===== config.mk =====
export PLATFORM = sky130hd
export DESIGN_NAME = mk14_key_scheduler_flat
export DESIGN_NICKNAME = d
export VERILOG_FILES = /design/src/rtl/mk14_key_scheduler_if.sv /design/src/rtl/mk14_key_scheduler.sv /design/src/flat_wrapper.sv
export SDC_FILE = /design/constraint.sdc
export NUM_CORES = 1
export LEC_CHECK = 0
export BUFFER_PORTS_ARGS = -buffer_cell sky130_fd_sc_hd__buf_4
export CAP_MARGIN = 20
export CORE_MARGIN = 5
export CORE_UTILIZATION = 30
export CTS_CLUSTER_SIZE = 14
export DETAILED_ROUTE_END_ITERATION = 10
export GPL_ROUTABILITY_DRIVEN = 0
export HOLD_SLACK_MARGIN = 0.05
export SYNTH_ARGS = -nofsm -noshare
export SYNTH_HDL_FRONTEND = slang
export SYNTH_SLANG_ARGS = --single-unit

===== constraint.sdc =====
create_clock -name clk -period 8.07 [get_ports clk]
set_input_delay 2.421 -clock clk [delete_from_list [all_inputs] [get_ports clk]]
set_output_delay 2.421 -clock clk [all_outputs]
set_load 0.1 [all_outputs]

===== src/rtl/mk14_key_scheduler_if.sv =====
// mk14_key_scheduler_if
// ---------------------
// Key-event request bundle shared by the two requesters of the MK14 key
// scheduler: requester A (e.g. the IR decoder) and requester B (e.g. the
// TM1638 front-panel scanner). Each requester offers a matrix coordinate
// {addr, bit} with a valid/ready handshake. An event transfers in any cycle
// where valid and ready are both high.
//
// Signals:
//   a_valid / b_valid  requester has an event (driven by requester)
//   a_ready / b_ready  scheduler accepts the event (driven by scheduler)
//   a_addr  / b_addr   3-bit keyboard-matrix row address
//   a_bit   / b_bit    3-bit keyboard-matrix bit within the row
//
// Modports:
//   master  requester side (drives valid/addr/bit, samples ready)
//   slave   scheduler side (samples valid/addr/bit, drives ready)

interface mk14_key_scheduler_if;

    logic       a_valid;
    logic       a_ready;
    logic [2:0] a_addr;
    logic [2:0] a_bit;

    logic       b_valid;
    logic       b_ready;
    logic [2:0] b_addr;
    logic [2:0] b_bit;

    modport master (
        output a_valid, a_addr, a_bit,
        output b_valid, b_addr, b_bit,
        input  a_ready, b_ready
    );

    modport slave (
        input  a_valid, a_addr, a_bit,
        input  b_valid, b_addr, b_bit,
        output a_ready, b_ready
    );

endinterface


===== src/rtl/mk14_key_scheduler.sv =====
// mk14_key_scheduler
// ------------------
// Turns key events from two requesters into timed press/release writes on
// the MMU keyboard-matrix port. Requests are arbitrated round-robin, queued
// in a small FIFO and then replayed one at a time as
//   press strobe -> HOLD_CYCLES -> release strobe -> GAP_CYCLES -> next press
// so that every key is eventually released and consecutive keys are
// separated by a quiet gap the monitor ROM can see.
//
// Parameters:
//   HOLD_CYCLES  cycles from press strobe to release strobe (>= 1)
//   GAP_CYCLES   minimum cycles after a release strobe before the next
//                press, the press itself landing GAP_CYCLES+1 after (>= 1)
//   FIFO_DEPTH   queued events, power of two (>= 2)
//
// Ports:
//   clk           clock
//   rst_n         synchronous active-low reset
//   req           requester bundle (slave side): a_* and b_* handshakes
//   flush         level abort: drops the queue, forces release of a held key
//   kbd_write_en  one-cycle matrix write strobe
//   kbd_addr      matrix row for the strobe (holds between strobes)
//   kbd_bit       matrix bit for the strobe (holds between strobes)
//   kbd_pressed   1 = press, 0 = release; reflects the last strobe type
//   busy          sequencer active or FIFO holding events
//   fifo_count    queued entries, not counting the event being replayed

module mk14_key_scheduler #(
    parameter int HOLD_CYCLES = 2500000,
    parameter int GAP_CYCLES  = 1000000,
    parameter int FIFO_DEPTH  = 4
) (
    input  logic                        clk,
    input  logic                        rst_n,
    mk14_key_scheduler_if.slave         req,
    input  logic                        flush,
    output logic                        kbd_write_en,
    output logic [2:0]                  kbd_addr,
    output logic [2:0]                  kbd_bit,
    output logic                        kbd_pressed,
    output logic                        busy,
    output logic [$clog2(FIFO_DEPTH):0] fifo_count
);

    localparam int PTR_W      = $clog2(FIFO_DEPTH);
    localparam int CNT_W      = PTR_W + 1;
    localparam int MAX_CYCLES = (HOLD_CYCLES > GAP_CYCLES) ? HOLD_CYCLES : GAP_CYCLES;
    localparam int TIMER_W    = $clog2(MAX_CYCLES + 1);

    localparam logic [CNT_W-1:0] FULL_COUNT = CNT_W'(FIFO_DEPTH);

    // The timer counts down to zero and the exit decision is taken in the
    // cycle it reads zero, so the loads are trimmed to land the next strobe
    // on the exact cycle. HOLD loses one more because the PRESS cycle itself
    // counts towards the hold time.
    localparam logic [TIMER_W-1:0] HOLD_LOAD =
        (HOLD_CYCLES >= 2) ? TIMER_W'(HOLD_CYCLES - 2) : TIMER_W'(0);
    localparam logic [TIMER_W-1:0] GAP_LOAD = TIMER_W'(GAP_CYCLES - 1);

    typedef enum logic [2:0] {
        IDLE,
        PRESS,
        HOLD,
        RELEASE,
        GAP
    } state_t;

    state_t             state;
    logic [TIMER_W-1:0] timer;

    logic [5:0]         fifo_mem [FIFO_DEPTH];
    logic [PTR_W-1:0]   wr_ptr;
    logic [PTR_W-1:0]   rd_ptr;
    logic [CNT_W-1:0]   count;

    // 0: requester A has priority on a tie, 1: requester B does.
    logic               prio_b;

    logic               full;
    logic               empty;
    logic               a_grant;
    logic               b_grant;
    logic               enq;
    logic               pop;
    logic [5:0]         enq_data;
    logic [5:0]         head;

    assign full  = (count == FULL_COUNT);
    assign empty = (count == '0);

    // Round-robin arbitration. A lone requester always wins; on a tie the
    // one named by prio_b wins. Nothing is accepted while flush is high so
    // the flushed queue really ends up empty.
    assign req.a_ready = !full && !flush && req.a_valid && (!req.b_valid || !prio_b);
    assign req.b_ready = !full && !flush && req.b_valid && (!req.a_valid ||  prio_b);

    assign a_grant  = req.a_valid && req.a_ready;
    assign b_grant  = req.b_valid && req.b_ready;
    assign enq      = a_grant || b_grant;
    assign enq_data = a_grant ? {req.a_addr, req.a_bit} : {req.b_addr, req.b_bit};
    assign head     = fifo_mem[rd_ptr];

    // The sequencer takes the head of the queue either from IDLE or at the
    // last GAP cycle, which is what makes back-to-back keys land exactly
    // GAP_CYCLES+1 after the previous release.
    assign pop = !flush && !empty &&
                 ((state == IDLE) || ((state == GAP) && (timer == '0)));

    assign busy       = (state != IDLE) || !empty;
    assign fifo_count = count;

    // Priority flips to the other requester only when someone is granted,
    // so an idle requester does not lose its turn while nobody asks.
    always_ff @(posedge clk) begin
        if (!rst_n) begin
            prio_b <= 1'b0;
        end else if (a_grant) begin
            prio_b <= 1'b1;
        end else if (b_grant) begin
            prio_b <= 1'b0;
        end
    end

    // FIFO storage. No reset is needed here: the pointers and count below
    // decide which entries are meaningful.
    always_ff @(posedge clk) begin
        if (enq) begin
            fifo_mem[wr_ptr] <= enq_data;
        end
    end

    // FIFO pointers and occupancy. Pointers wrap naturally because the depth
    // is a power of two. A push and a pop in the same cycle leave the count
    // unchanged. Flush discards everything at once.
    always_ff @(posedge clk) begin
        if (!rst_n) begin
            wr_ptr <= '0;
            rd_ptr <= '0;
            count  <= '0;
        end else if (flush) begin
            wr_ptr <= '0;
            rd_ptr <= '0;
            count  <= '0;
        end else begin
            if (enq) begin
                wr_ptr <= wr_ptr + 1'b1;
            end
            if (pop) begin
                rd_ptr <= rd_ptr + 1'b1;
            end
            case ({enq, pop})
                2'b10:   count <= count + 1'b1;
                2'b01:   count <= count - 1'b1;
                default: count <= count;
            endcase
        end
    end

    // Press/hold/release/gap sequencer. The strobe is registered together
    // with the state change, so the cycle spent in PRESS or RELEASE is the
    // cycle the strobe is visible on the matrix port. kbd_addr/kbd_bit double
    // as the in-flight event register: they are loaded on the press and left
    // alone on the release, so the release always names the same key.
    // A flush while the key is down cuts the hold short; once the release has
    // been issued the sequence simply runs out with an empty queue.
    always_ff @(posedge clk) begin
        if (!rst_n) begin
            state        <= IDLE;
            timer        <= '0;
            kbd_write_en <= 1'b0;
            kbd_addr     <= '0;
            kbd_bit      <= '0;
            kbd_pressed  <= 1'b0;
        end else begin
            kbd_write_en <= 1'b0;
            unique case (state)
                IDLE: begin
                    if (pop) begin
                        kbd_write_en <= 1'b1;
                        kbd_pressed  <= 1'b1;
                        kbd_addr     <= head[5:3];
                        kbd_bit      <= head[2:0];
                        state        <= PRESS;
                    end
                end
                PRESS: begin
                    if (flush || (HOLD_CYCLES == 1)) begin
                        kbd_write_en <= 1'b1;
                        kbd_pressed  <= 1'b0;
                        state        <= RELEASE;
                    end else begin
                        timer <= HOLD_LOAD;
                        state <= HOLD;
                    end
                end
                HOLD: begin
                    if (flush || (timer == '0)) begin
                        kbd_write_en <= 1'b1;
                        kbd_pressed  <= 1'b0;
                        state        <= RELEASE;
                    end else begin
                        timer <= timer - 1'b1;
                    end
                end
                RELEASE: begin
                    timer <= GAP_LOAD;
                    state <= GAP;
                end
                GAP: begin
                    if (timer == '0) begin
                        if (pop) begin
                            kbd_write_en <= 1'b1;
                            kbd_pressed  <= 1'b1;
                            kbd_addr     <= head[5:3];
                            kbd_bit      <= head[2:0];
                            state        <= PRESS;
                        end else begin
                            state <= IDLE;
                        end
                    end else begin
                        timer <= timer - 1'b1;
                    end
                end
                default: begin
                    state <= IDLE;
                end
            endcase
        end
    end

    // Structural invariants: the queue never overfills, only one requester
    // is granted per cycle, and strobes only come from the strobe states.
    always_ff @(posedge clk) begin
        if (rst_n) begin
            assert (count <= FULL_COUNT);
            assert (!(a_grant && b_grant));
            assert (!kbd_write_en || (state == PRESS) || (state == RELEASE));
        end
    end

endmodule


===== src/flat_wrapper.sv =====
// flat-port wrapper written by rule: the top's interface ports become plain ports
module mk14_key_scheduler_flat 
#(
    parameter int HOLD_CYCLES = 2500000,
    parameter int GAP_CYCLES  = 1000000,
    parameter int FIFO_DEPTH  = 4
)
  (clk, rst_n, flush, kbd_write_en, kbd_addr, kbd_bit, kbd_pressed, busy, fifo_count, req_a_valid, req_a_addr, req_a_bit, req_b_valid, req_b_addr, req_b_bit, req_a_ready, req_b_ready);
  mk14_key_scheduler_if req_i ();
  input  logic clk;
  input  logic rst_n;
  input  logic flush;
  output logic kbd_write_en;
  output logic [2:0] kbd_addr;
  output logic [2:0] kbd_bit;
  output logic kbd_pressed;
  output logic busy;
  output logic [$clog2(FIFO_DEPTH):0] fifo_count;
  input wire logic [$bits(req_i.a_valid)-1:0] req_a_valid;
  input wire logic [$bits(req_i.a_addr)-1:0] req_a_addr;
  input wire logic [$bits(req_i.a_bit)-1:0] req_a_bit;
  input wire logic [$bits(req_i.b_valid)-1:0] req_b_valid;
  input wire logic [$bits(req_i.b_addr)-1:0] req_b_addr;
  input wire logic [$bits(req_i.b_bit)-1:0] req_b_bit;
  output wire logic [$bits(req_i.a_ready)-1:0] req_a_ready;
  output wire logic [$bits(req_i.b_ready)-1:0] req_b_ready;
  assign req_i.a_valid = req_a_valid;
  assign req_i.a_addr = req_a_addr;
  assign req_i.a_bit = req_a_bit;
  assign req_i.b_valid = req_b_valid;
  assign req_i.b_addr = req_b_addr;
  assign req_i.b_bit = req_b_bit;
  assign req_a_ready = req_i.a_ready;
  assign req_b_ready = req_i.b_ready;
  mk14_key_scheduler #(.HOLD_CYCLES(HOLD_CYCLES), .GAP_CYCLES(GAP_CYCLES), .FIFO_DEPTH(FIFO_DEPTH)) u_core (.clk(clk), .rst_n(rst_n), .req(req_i), .flush(flush), .kbd_write_en(kbd_write_en), .kbd_addr(kbd_addr), .kbd_bit(kbd_bit), .kbd_pressed(kbd_pressed), .busy(busy), .fifo_count(fifo_count));
endmodule

==> flow_summary_export.csv <==
group,metric,value,unit
final_layout,regArea,1580,sq um
clock_tree,htree_levels,3,
sta,finalSetupViolCount,0,
synthesis,async_reset_ff_frac,0,
clock_tree,cts_tree,"done",
setup_path,worst-setup-path-type,"in -> out",
clock_tree,postCtsSetupRepairBufs,0,
sta,period_share,0.760,
detailed_routing,via_per_inst,5.34,
clock_tree,clk_pin_slew,60,ps
clock_tree,cts_max_path_buffers,2,
setup_path,path_max_fanout,10,
synthesis,synth-seq-cells,67,
setup_path,worstPathArrival,3710,ps
detailed_routing,dr_wl_met2,3980,um
final_layout,drive_gt1_frac,0.202,
detailed_routing,drt_wl_total,7920,um
setup_path,endpoint_kind,"output pin",
place,port_buffers,30,
clock_tree,insertion_delay,330,ps
synthesis,yosysSeqAreaShare,0.455,
sta,finClkSkew,5.34,ps
final_layout,multi_input_area,1750,sq um
detailed_routing,via_count,2748,
detailed_routing,topRoutingLayerUsed,"met4",
detailed_routing,drc,0,
synthesis,synth_edf_count,24,
global_route,antenna_found_initial,0,
floorplanning,initial_core_util,0.306,
synthesis,postSynthCellCount,345,
setup_path,required,5650,ps
hold_path,hold_class,"reg -> reg",
clock_tree,clkSinkCount,67,
sta,tns,0,ps
floorplanning,core_area,11400,sq um
detailed_routing,ant_nets,0,
sta,hold_viol,0,
power,irDropWorstVdd,0.000137,V
synthesis,synth.area.top_cells,"dfxtp_1 (25%), edfxtp_1 (21%), a21oi_1 (5.8%)",
detailed_routing,drtIter0Drc,138,
synthesis,ys_types,61,
global_route,grt_pass1_wl,13300,um
flow_run,drv_cap,0,
floorplanning,die-area,13800,sq um
clock_tree,numCtsBuffers,9,
final_layout,final_nets,391,
clock_tree,clockRootBuffer,"clkbuf_16",
sta,slew_violations,0,
global_route,grt_usage,0.115,
global_route,grt_overflow,0,
synthesis,syn-num-nets,369,
detailed_routing,post_drt_wl_per_cell,15.4,um
sta,rsz0062_at_grt,"false",
sta,max_freq,163,MHz
detailed_routing,firstDrtPassIters,4,
sta,whs,479,ps
synthesis,synth.avg_cell_area,10.1,sq um
floorplanning,die_h,118,um
synthesis,syn-cell-area,3480,sq um
final_layout,area_growth,18.7,%
run_status,run_status,"finished clean",
global_route,grt_pass1_vias,2618,
clock_tree,hold_buffers,0,
floorplanning,die_width,118,um
floorplanning,core.rowCount,39,
setup_path,crit_path_start_kind,"primary input",
synthesis,yosys.area.top_type,"dfxtp_1",
sta,finalCriticalPeriod,6130,ps
place,dpl.hpwl,5410,um
power,leakagePower,1.55,nW
detailed_routing,wl_met1,3570,um
clock_tree,cts_resized,0,
synthesis,netlist.area_leader.share,0.247,
detailed_routing,wl_met3,328,um
global_route,grt_max_degree,24,
sta,worst_pin_slew,883,ps
final_layout,insertedDiodeCount,0,
synthesis,yosysWarnings,0,
synthesis,ys.flop_type,"dfxtp_1",
power,power_density,326,nW/um^2
floorplanning,ios,31,
final_layout,nFillCells,1125,
sta,slew_headroom,0.411,
metal layers:
layer,up-vias,GRT usage
met5,-,0
met4,0,0.0337
met3,5,0.0288
met2,67,0.193
met1,1321,0.148
li1,1355,-
power breakdown:
part / switching [W] / internal (W)
logic: 0.000298 / 0.000172
registers: 0.0000382 / 0.000380
clock network: 0.000153 / 0.000304
total: 0.000489 / 0.000857
cell type report:
| type | count | area share |
|---|---|---|
| clock buffer | 9 | 0.0546 |
| clock inverter | 7 | 0.0294 |
| inverter | 12 | 0.0109 |
| multi-input combinational | 246 | 0.423 |
| sequential | 67 | 0.383 |
| tap | 143 | 0.0433 |
| timing repair buffer | 31 | 0.0558 |
synthesized netlist by cell type (2+ instances only):
cell type	n
a21o_1	4
a21oi_1	40
a31oi_1	9
a32oi_1	4
a41oi_1	2
and2_1	5
buf_2	4
buf_4	4
clkbuf_1	10
dfxtp_1	43
edfxtp_1	24
ha_1	6
inv_1	12
mux2_2	6
mux2i_1	6
mux4_2	6
nand2_1	24
nand2b_1	10
nand3_1	13
nand4_1	3
nor2_1	22
nor2b_1	4
nor3_1	7
nor4_1	3
nor4_4	3
o211a_1	2
o21a_1	8
o21ai_0	12
o221a_2	4
o22ai_1	2
o32ai_1	6
or3_1	4
or4_1	2
or4_4	2
xnor2_1	2
xor2_1	2
sequential cells by signal, summed over array words and instances, names as in the netlist, named ones only:
name and flops:
u_core.rd_ptr 2, u_core.prio_b 1, u_core.fifo_count 3, u_core.wr_ptr 2
u_core.kbd_write_en 1, u_core.fifo_mem 24, u_core.kbd_bit 3, u_core.kbd_pressed 1
u_core.timer 22, u_core.state 3, u_core.kbd_addr 3
critical path, stage by stage:
cell     delay (ps)
buf_4           150
a31oi_1         320
nand3_1         380
inv_1           140
buf_4           300
path summary, 6_finish.rpt:
| kind | from | to | slack, ps | cells after the start |
|---|---|---|---|---|
| hold reg to reg | u_core.kbd_bit[0] | u_core.kbd_bit[0] | 480 | 2 |
| hold / removal | u_core.kbd_bit[0] | u_core.kbd_bit[0] | 480 | 2 |
| setup / recovery | flush | req_a_ready | 1940 | 5 |
| setup reg to reg | u_core.timer[0] | u_core.fifo_count[2] | 4890 | 12 |
kinds of logic (layout without fill, tap and decap cells):
kind of cell               count (synthesis)  after routing  synth area share
buffers and inverters                     32             59            0.0435
adders and majority gates                  7              7            0.0273
AOI/OAI and AO/OA                        103            103             0.196
muxes                                     18             18            0.0755
and+or+nand+nor                          114            114             0.192
xor gates and xnor gates                   4              4            0.0101
DFF                                       67             67             0.455
per-stage QoR:
stage                     worst slack [ps]  total power, W  instance area (sq um)  instances   util
after floorplan                       1220        0.000832                   3480        345      -
after global placement                1950        0.000892                   3780        498  0.332
after detailed placement              1930        0.000891                   3780        498  0.332
after CTS                             1920         0.00135                   4120        514  0.363
after global routing                  1830         0.00142                   4130        515  0.363
final                                 1940         0.00135                   4130        515  0.363
layout by cell type (no fill, tap or decap), types with 7 or more instances in the layout:
| cell type | count |
|---|---|
| dfxtp_1 | 43 |
| a21oi_1 | 40 |
| buf_4 | 30 |
| nand2_1 | 24 |
| edfxtp_1 | 24 |
| nor2_1 | 22 |
| nand3_1 | 13 |
| inv_1 | 12 |
| o21ai_0 | 12 |
| nand2b_1 | 10 |
| a31oi_1 | 9 |
| clkbuf_16 | 9 |
| o21a_1 | 8 |
| nor3_1 | 7 |
Power figures use the tool's default switching activity.
